==> config.mk <==
export PLATFORM = sky130hd
export DESIGN_NAME = otter_cu_fsm_flat
export DESIGN_NICKNAME = d
export VERILOG_FILES = /design/src/rtl/otter_cu_fsm_if.sv /design/src/rtl/otter_cu_fsm.sv /design/src/flat_wrapper.sv
export SDC_FILE = /design/constraint.sdc
export NUM_CORES = 1
export LEC_CHECK = 0
export ABC_CLOCK_PERIOD_IN_PS = 1600
export CAP_MARGIN = 20
export CELL_PAD_IN_SITES_DETAIL_PLACEMENT = 1
export CELL_PAD_IN_SITES_GLOBAL_PLACEMENT = 1
export CORE_ASPECT_RATIO = 0.9
export CORE_MARGIN = 8
export CORE_UTILIZATION = 34
export DETAILED_ROUTE_END_ITERATION = 7
export MAX_ROUTING_LAYER = met4
export PLACE_DENSITY = 0.85
export SYNTH_ARGS = -nofsm -noshare
export SYNTH_HDL_FRONTEND = slang
export SYNTH_SLANG_ARGS = --single-unit
==> constraint.sdc <==
create_clock -name CU_CLK -period 1.6 [get_ports CU_CLK]
set_input_delay 0.32 -clock CU_CLK [delete_from_list [all_inputs] [get_ports CU_CLK]]
set_output_delay 0.32 -clock CU_CLK [all_outputs]
set_load 0.05 [all_outputs]
==> src/rtl/otter_cu_fsm_if.sv <==
// Control-unit bus: decoder/memory status into the CU, datapath control out of it.
//   master : the control unit (drives enables, INT_TAKEN, BUS_ERR, INSTRET)
//   slave  : the datapath side (drives opcode, funct3, memory ready, interrupt inputs)
interface otter_cu_fsm_if;
    logic [6:0]  CU_OPCODE;
    logic [2:0]  CU_FUNCT3;
    logic        CU_MEM_RDY;
    logic        CU_INTR;
    logic        CU_MIE;
    logic        PC_WRITE;
    logic        PC_RST;
    logic        MEM_RDEN1;
    logic        MEM_RDEN2;
    logic        MEM_WE2;
    logic        REG_WRITE;
    logic        CSR_WE;
    logic        INT_TAKEN;
    logic        BUS_ERR;
    logic [31:0] INSTRET;

    modport master (
        input  CU_OPCODE, CU_FUNCT3, CU_MEM_RDY, CU_INTR, CU_MIE,
        output PC_WRITE, PC_RST, MEM_RDEN1, MEM_RDEN2, MEM_WE2,
               REG_WRITE, CSR_WE, INT_TAKEN, BUS_ERR, INSTRET
    );

    modport slave (
        output CU_OPCODE, CU_FUNCT3, CU_MEM_RDY, CU_INTR, CU_MIE,
        input  PC_WRITE, PC_RST, MEM_RDEN1, MEM_RDEN2, MEM_WE2,
               REG_WRITE, CSR_WE, INT_TAKEN, BUS_ERR, INSTRET
    );
endinterface

==> src/rtl/otter_cu_fsm.sv <==
// OTTER control-unit FSM: sequences fetch/execute/writeback one instruction at a time,
// takes interrupts at instruction boundaries and traps on memory-ready timeouts.
//   CU_CLK   : clock, rising edge
//   CU_RST_N : asynchronous active-low reset
//   bus      : control-unit interface (master side); enables and trap flags are
//              decoded combinationally from state and inputs, INSTRET is registered.
module otter_cu_fsm #(
    parameter int unsigned TIMEOUT_CYC = 255,
    parameter int unsigned WAIT_W      = 8
) (
    input  logic            CU_CLK,
    input  logic            CU_RST_N,
    otter_cu_fsm_if.master  bus
);

    localparam logic [6:0] OP_LOAD   = 7'b0000011;
    localparam logic [6:0] OP_STORE  = 7'b0100011;
    localparam logic [6:0] OP_BRANCH = 7'b1100011;
    localparam logic [6:0] OP_SYSTEM = 7'b1110011;
    localparam logic [2:0] F3_CSRRW  = 3'b001;
    // Last wait cycle before a timeout; TIMEOUT_CYC >= 1 keeps this non-negative.
    localparam logic [WAIT_W-1:0] WAIT_LAST = WAIT_W'(TIMEOUT_CYC - 1);

    typedef enum logic [2:0] {
        ST_INIT,
        ST_FETCH,
        ST_EXEC,
        ST_WB,
        ST_TRAP
    } state_t;

    state_t            state_q, state_d;
    logic [WAIT_W-1:0] cnt_q, cnt_d;
    logic              err_q, err_d;
    logic [31:0]       instret_q;
    logic              intr_ok;

    assign intr_ok     = bus.CU_INTR & bus.CU_MIE;
    assign bus.INSTRET = instret_q;

    // State, wait counter and bus-error flag
    always_ff @(posedge CU_CLK or negedge CU_RST_N) begin
        if (!CU_RST_N) begin
            state_q <= ST_INIT;
            cnt_q   <= '0;
            err_q   <= 1'b0;
        end else begin
            state_q <= state_d;
            cnt_q   <= cnt_d;
            err_q   <= err_d;
        end
    end

    // Retired-instruction counter; trap PC loads do not count
    always_ff @(posedge CU_CLK or negedge CU_RST_N) begin
        if (!CU_RST_N) begin
            instret_q <= '0;
        end else if (bus.PC_WRITE && (state_q != ST_TRAP)) begin
            instret_q <= instret_q + 32'd1;
        end
    end

    // Next-state and output decode
    always_comb begin
        state_d       = state_q;
        cnt_d         = cnt_q;
        err_d         = err_q;
        bus.PC_WRITE  = 1'b0;
        bus.PC_RST    = 1'b0;
        bus.MEM_RDEN1 = 1'b0;
        bus.MEM_RDEN2 = 1'b0;
        bus.MEM_WE2   = 1'b0;
        bus.REG_WRITE = 1'b0;
        bus.CSR_WE    = 1'b0;
        bus.INT_TAKEN = 1'b0;
        bus.BUS_ERR   = 1'b0;

        case (state_q)
            ST_INIT: begin
                bus.PC_RST = 1'b1;
                state_d    = ST_FETCH;
            end
            ST_FETCH: begin
                bus.MEM_RDEN1 = 1'b1;
                if (bus.CU_MEM_RDY) begin
                    state_d = ST_EXEC;
                end else if (cnt_q == WAIT_LAST) begin
                    err_d   = 1'b1;
                    state_d = ST_TRAP;
                end else begin
                    cnt_d = cnt_q + WAIT_W'(1);
                end
            end
            ST_EXEC: begin
                if (bus.CU_OPCODE == OP_LOAD) begin
                    bus.MEM_RDEN2 = 1'b1;
                    state_d       = ST_WB;
                end else begin
                    bus.PC_WRITE = 1'b1;
                    case (bus.CU_OPCODE)
                        OP_STORE:  bus.MEM_WE2 = 1'b1;
                        OP_BRANCH: ;
                        OP_SYSTEM: begin
                            if (bus.CU_FUNCT3 == F3_CSRRW) begin
                                bus.CSR_WE    = 1'b1;
                                bus.REG_WRITE = 1'b1;
                            end
                        end
                        default:   bus.REG_WRITE = 1'b1;
                    endcase
                    state_d = intr_ok ? ST_TRAP : ST_FETCH;
                end
            end
            ST_WB: begin
                if (bus.CU_MEM_RDY) begin
                    bus.REG_WRITE = 1'b1;
                    bus.PC_WRITE  = 1'b1;
                    state_d       = intr_ok ? ST_TRAP : ST_FETCH;
                end else if (cnt_q == WAIT_LAST) begin
                    err_d   = 1'b1;
                    state_d = ST_TRAP;
                end else begin
                    cnt_d = cnt_q + WAIT_W'(1);
                end
            end
            ST_TRAP: begin
                bus.INT_TAKEN = 1'b1;
                bus.PC_WRITE  = 1'b1;
                bus.CSR_WE    = 1'b1;
                bus.BUS_ERR   = err_q;
                err_d         = 1'b0;
                state_d       = ST_FETCH;
            end
            default: begin
                state_d = ST_INIT;
            end
        endcase

        // Wait counter restarts on every state change
        if (state_d != state_q) begin
            cnt_d = '0;
        end
    end

endmodule

==> src/flat_wrapper.sv <==
// flat-port wrapper written by rule: the top's interface ports become plain ports
module otter_cu_fsm_flat 
#(
    parameter int unsigned TIMEOUT_CYC = 255,
    parameter int unsigned WAIT_W      = 8
)
  (CU_CLK, CU_RST_N, bus_CU_OPCODE, bus_CU_FUNCT3, bus_CU_MEM_RDY, bus_CU_INTR, bus_CU_MIE, bus_PC_WRITE, bus_PC_RST, bus_MEM_RDEN1, bus_MEM_RDEN2, bus_MEM_WE2, bus_REG_WRITE, bus_CSR_WE, bus_INT_TAKEN, bus_BUS_ERR, bus_INSTRET);
  otter_cu_fsm_if bus_i ();
  input  logic CU_CLK;
  input  logic CU_RST_N;
  input wire logic [$bits(bus_i.CU_OPCODE)-1:0] bus_CU_OPCODE;
  input wire logic [$bits(bus_i.CU_FUNCT3)-1:0] bus_CU_FUNCT3;
  input wire logic [$bits(bus_i.CU_MEM_RDY)-1:0] bus_CU_MEM_RDY;
  input wire logic [$bits(bus_i.CU_INTR)-1:0] bus_CU_INTR;
  input wire logic [$bits(bus_i.CU_MIE)-1:0] bus_CU_MIE;
  output wire logic [$bits(bus_i.PC_WRITE)-1:0] bus_PC_WRITE;
  output wire logic [$bits(bus_i.PC_RST)-1:0] bus_PC_RST;
  output wire logic [$bits(bus_i.MEM_RDEN1)-1:0] bus_MEM_RDEN1;
  output wire logic [$bits(bus_i.MEM_RDEN2)-1:0] bus_MEM_RDEN2;
  output wire logic [$bits(bus_i.MEM_WE2)-1:0] bus_MEM_WE2;
  output wire logic [$bits(bus_i.REG_WRITE)-1:0] bus_REG_WRITE;
  output wire logic [$bits(bus_i.CSR_WE)-1:0] bus_CSR_WE;
  output wire logic [$bits(bus_i.INT_TAKEN)-1:0] bus_INT_TAKEN;
  output wire logic [$bits(bus_i.BUS_ERR)-1:0] bus_BUS_ERR;
  output wire logic [$bits(bus_i.INSTRET)-1:0] bus_INSTRET;
  assign bus_i.CU_OPCODE = bus_CU_OPCODE;
  assign bus_i.CU_FUNCT3 = bus_CU_FUNCT3;
  assign bus_i.CU_MEM_RDY = bus_CU_MEM_RDY;
  assign bus_i.CU_INTR = bus_CU_INTR;
  assign bus_i.CU_MIE = bus_CU_MIE;
  assign bus_PC_WRITE = bus_i.PC_WRITE;
  assign bus_PC_RST = bus_i.PC_RST;
  assign bus_MEM_RDEN1 = bus_i.MEM_RDEN1;
  assign bus_MEM_RDEN2 = bus_i.MEM_RDEN2;
  assign bus_MEM_WE2 = bus_i.MEM_WE2;
  assign bus_REG_WRITE = bus_i.REG_WRITE;
  assign bus_CSR_WE = bus_i.CSR_WE;
  assign bus_INT_TAKEN = bus_i.INT_TAKEN;
  assign bus_BUS_ERR = bus_i.BUS_ERR;
  assign bus_INSTRET = bus_i.INSTRET;
  otter_cu_fsm #(.TIMEOUT_CYC(TIMEOUT_CYC), .WAIT_W(WAIT_W)) u_core (.CU_CLK(CU_CLK), .CU_RST_N(CU_RST_N), .bus(bus_i));
endmodule
==> run metrics <==
antenna violations before repair=2; clock share of power=0.222; FP Rows=27; All-Layer GR Usage=0.235; fin crit period=2.15 ns; Nets=358; share of layout cells above drive strength 1=0.622; RSZ-0062 raised after global routing=yes; First DRT Iteration DRCs=220; Vias=2430; crit-path max FO=3; area growth from synthesis to layout=110%; Crit Path Class=reg2out; Final Cell Area=0.00460 sq mm; Logic pwr share=0.532; grt ovf=0; CTS Root Cell=clkbuf_8; Sw Pwr=2.29 mW; CP Launch Type=flop; Worst-Margin Slew=0.580 ns; Hold Vio Cnt, Final=0; antenna viol nets, final=0; clk_lat worst skew=0.34 ns; Setup TNS=-16.17 ns; Max Freq=465 MHz; Routed WL per cell=30.6 um; vias per inst=5.65; failing checks=setup timing; Final setup viols=50; IO Pins=56; Yosys reg bits=44; DRT Wirelength=13.2 mm; GP Congestion=0.757; Slew Limit Fails=0; status=finished, violations left; mapped cell area=0.00219 sq mm; Final period util=1.34; Hold Crit Class=in2async; CP Data Arrival Time=1.83 ns; DRC=0; vias in the first global route=2589; Initial Util=0.354; max cap viols=0; ys async rst share=1.00; HPWL Detailed=5.52 mm; post-synth net total=228; CTS tree=yes; Placed Area=0.00360 sq mm; P_leak=2.09 nW; pre-CTS setup slack=-0.577 ns; Pint=3.47 mW; commonest non-fill, non-tap cells in the layout=buf_4, buf_12, dfrtp_1; final setup margin=-0.549 ns; Chip Height=92.2 um; CTS Buf Count=5; TritonRoute pass-1 iters=5; EDFF count, synth=0; IR drop worst, VDD=1590 uV; commonest non-fill, non-tap cell in the layout=buf_4; CP Capture Type=primary output; crit-path cells=or3b_4, buf_6, a31oi_4, or2_4, buf_8; Slew HR=0.612; CP required=1.28 ns; critical path's largest stage delay=0.47 ns; CP max-delay cell=dfrtp_2; register area share after synthesis=0.503; Clock Skew=0.0290 ns; largest net degree at the start of global routing=23; Seq pwr share=0.245; Syn Inst Count=210; Worst-path clk slew=0.12 ns; first-pass GRT wire length=16.1 mm; Post-synth top flop=dfrtp_1; die width=101 um; area of the core=0.00618 sq mm; power density cells=1250 mW/mm^2; number of H-tree levels=2; Port Buf Inserts=55; switching fraction of total power=0.398; CTS Sinks=44; Mean Syn Cell Area=10.4 sq um; distinct cell type count after synthesis=39; die area=0.00927 sq mm; YS warnings=0; maximum root-to-sink buffer count=2
## power groups by stage
stage	clock network (mW)	logic, mW	registers [mW]
after floorplan	0	0.798	1.62
after global placement	0	1.90	1.37
after detailed placement	0	1.97	1.38
after CTS	1.21	2.56	1.37
after global routing	1.31	3.16	1.42
final	1.28	3.07	1.41
## synth_stat cells, types with 2 or more instances
master | n | area share
xor2_1 | 6 | 0.024
a21oi_1 | 4 | 0.0091
xnor2_1 | 31 | 0.12
nand4_1 | 8 | 0.023
inv_1 | 5 | 0.0086
nand3_1 | 21 | 0.048
nand2_1 | 16 | 0.027
buf_2 | 3 | 0.0069
and4_1 | 6 | 0.024
clkbuf_1 | 2 | 0.0034
and3_1 | 7 | 0.020
o21ai_0 | 3 | 0.0069
dfrtp_1 | 44 | 0.50
and2_1 | 2 | 0.0057
nand2b_1 | 3 | 0.0086
a31oi_1 | 3 | 0.0086
buf_4 | 2 | 0.0069
nor3b_1 | 2 | 0.0069
nor3_1 | 3 | 0.0069
nor2_1 | 18 | 0.031
ha_1 | 3 | 0.017
## cell type report
type | count | area [sq um]
Fill cell | 557 | 1580
Clock buffer | 5 | 68.8
Clock inverter | 3 | 90.1
Tap cell | 87 | 109
Antenna cell | 2 | 5.00
Multi-Input combinational cell | 154 | 1580
Inverter | 5 | 22.5
Timing Repair Buffer | 130 | 1610
Sequential cell | 44 | 1120
## flip-flops by register name (all words and copies together), names as in the netlist
name	cells
u_core.err_q	1
u_core.bus.INSTRET	32
u_core.cnt_q	8
u_core.state_q	3
## worst paths after layout
check	from	cells after the start	end	slack [ns]
hold reg to reg	u_core.bus.INSTRET[29]	1	u_core.bus.INSTRET[29]	0.57
setup reg to reg	u_core.state_q[0]	10	u_core.bus.INSTRET[31]	-0.44
setup / recovery	u_core.state_q[2]	5	bus_REG_WRITE	-0.55
max in group asynchronous	CU_RST_N	3	u_core.state_q[0]	0.40
min in group CU_CLK	u_core.bus.INSTRET[29]	1	u_core.bus.INSTRET[29]	0.57
hold / removal	CU_RST_N	2	u_core.bus.INSTRET[17]	0.56
## worst max-delay path: cells and delay by family, from the launching register on
family	cells	cell delay [ns]
simple gates	2	0.57
compound gates	1	0.17
flops	1	0.47
buf+inv	2	0.28
## through the flow
stage | std cells | util | power [mW] | hold slack (ns)
final | 430 | 0.744 | 5.77 | 0.556
after global routing | 430 | 0.744 | 5.89 | 0.596
after CTS | 415 | 0.679 | 5.14 | 0.482
after detailed placement | 386 | 0.582 | 3.35 | 0.320
after global placement | 386 | 0.582 | 3.27 | 0.313
after floorplan | 210 | - | 2.42 | 0.0244
## layer usage
layer	wire length, um	global-route usage	share of wire	vias to the layer above
met2	6600	0.411	0.50	172
met1	4970	0.249	0.38	1215
met4	573	0.0893	0.044	0
li1	-	-	-	991
met3	1010	0.0582	0.077	52
met5	0	-	0	-
## kinds of logic (layout without fill, tap and decap cells)
logic type,Yosys count,in the layout,share of synthesized area
flops,44,44,0.503
buf+inv,13,143,0.0308
compound gates,17,18,0.0503
xor+xnor,37,37,0.148
other cells,0,2,0
fa+ha+maj,3,3,0.0171
simple gates,95,95,0.246
mux,1,1,0.00514
## timing repair
item,CTS,global route
pin swaps,20,32
setup endpoints to repair,41,52
hold buffers,1,0
resized for setup,63,58
setup buffers,19,17
cloned,1,1
hold endpoints to repair,19,0
Note: power is estimated with default switching activity, not from simulation.
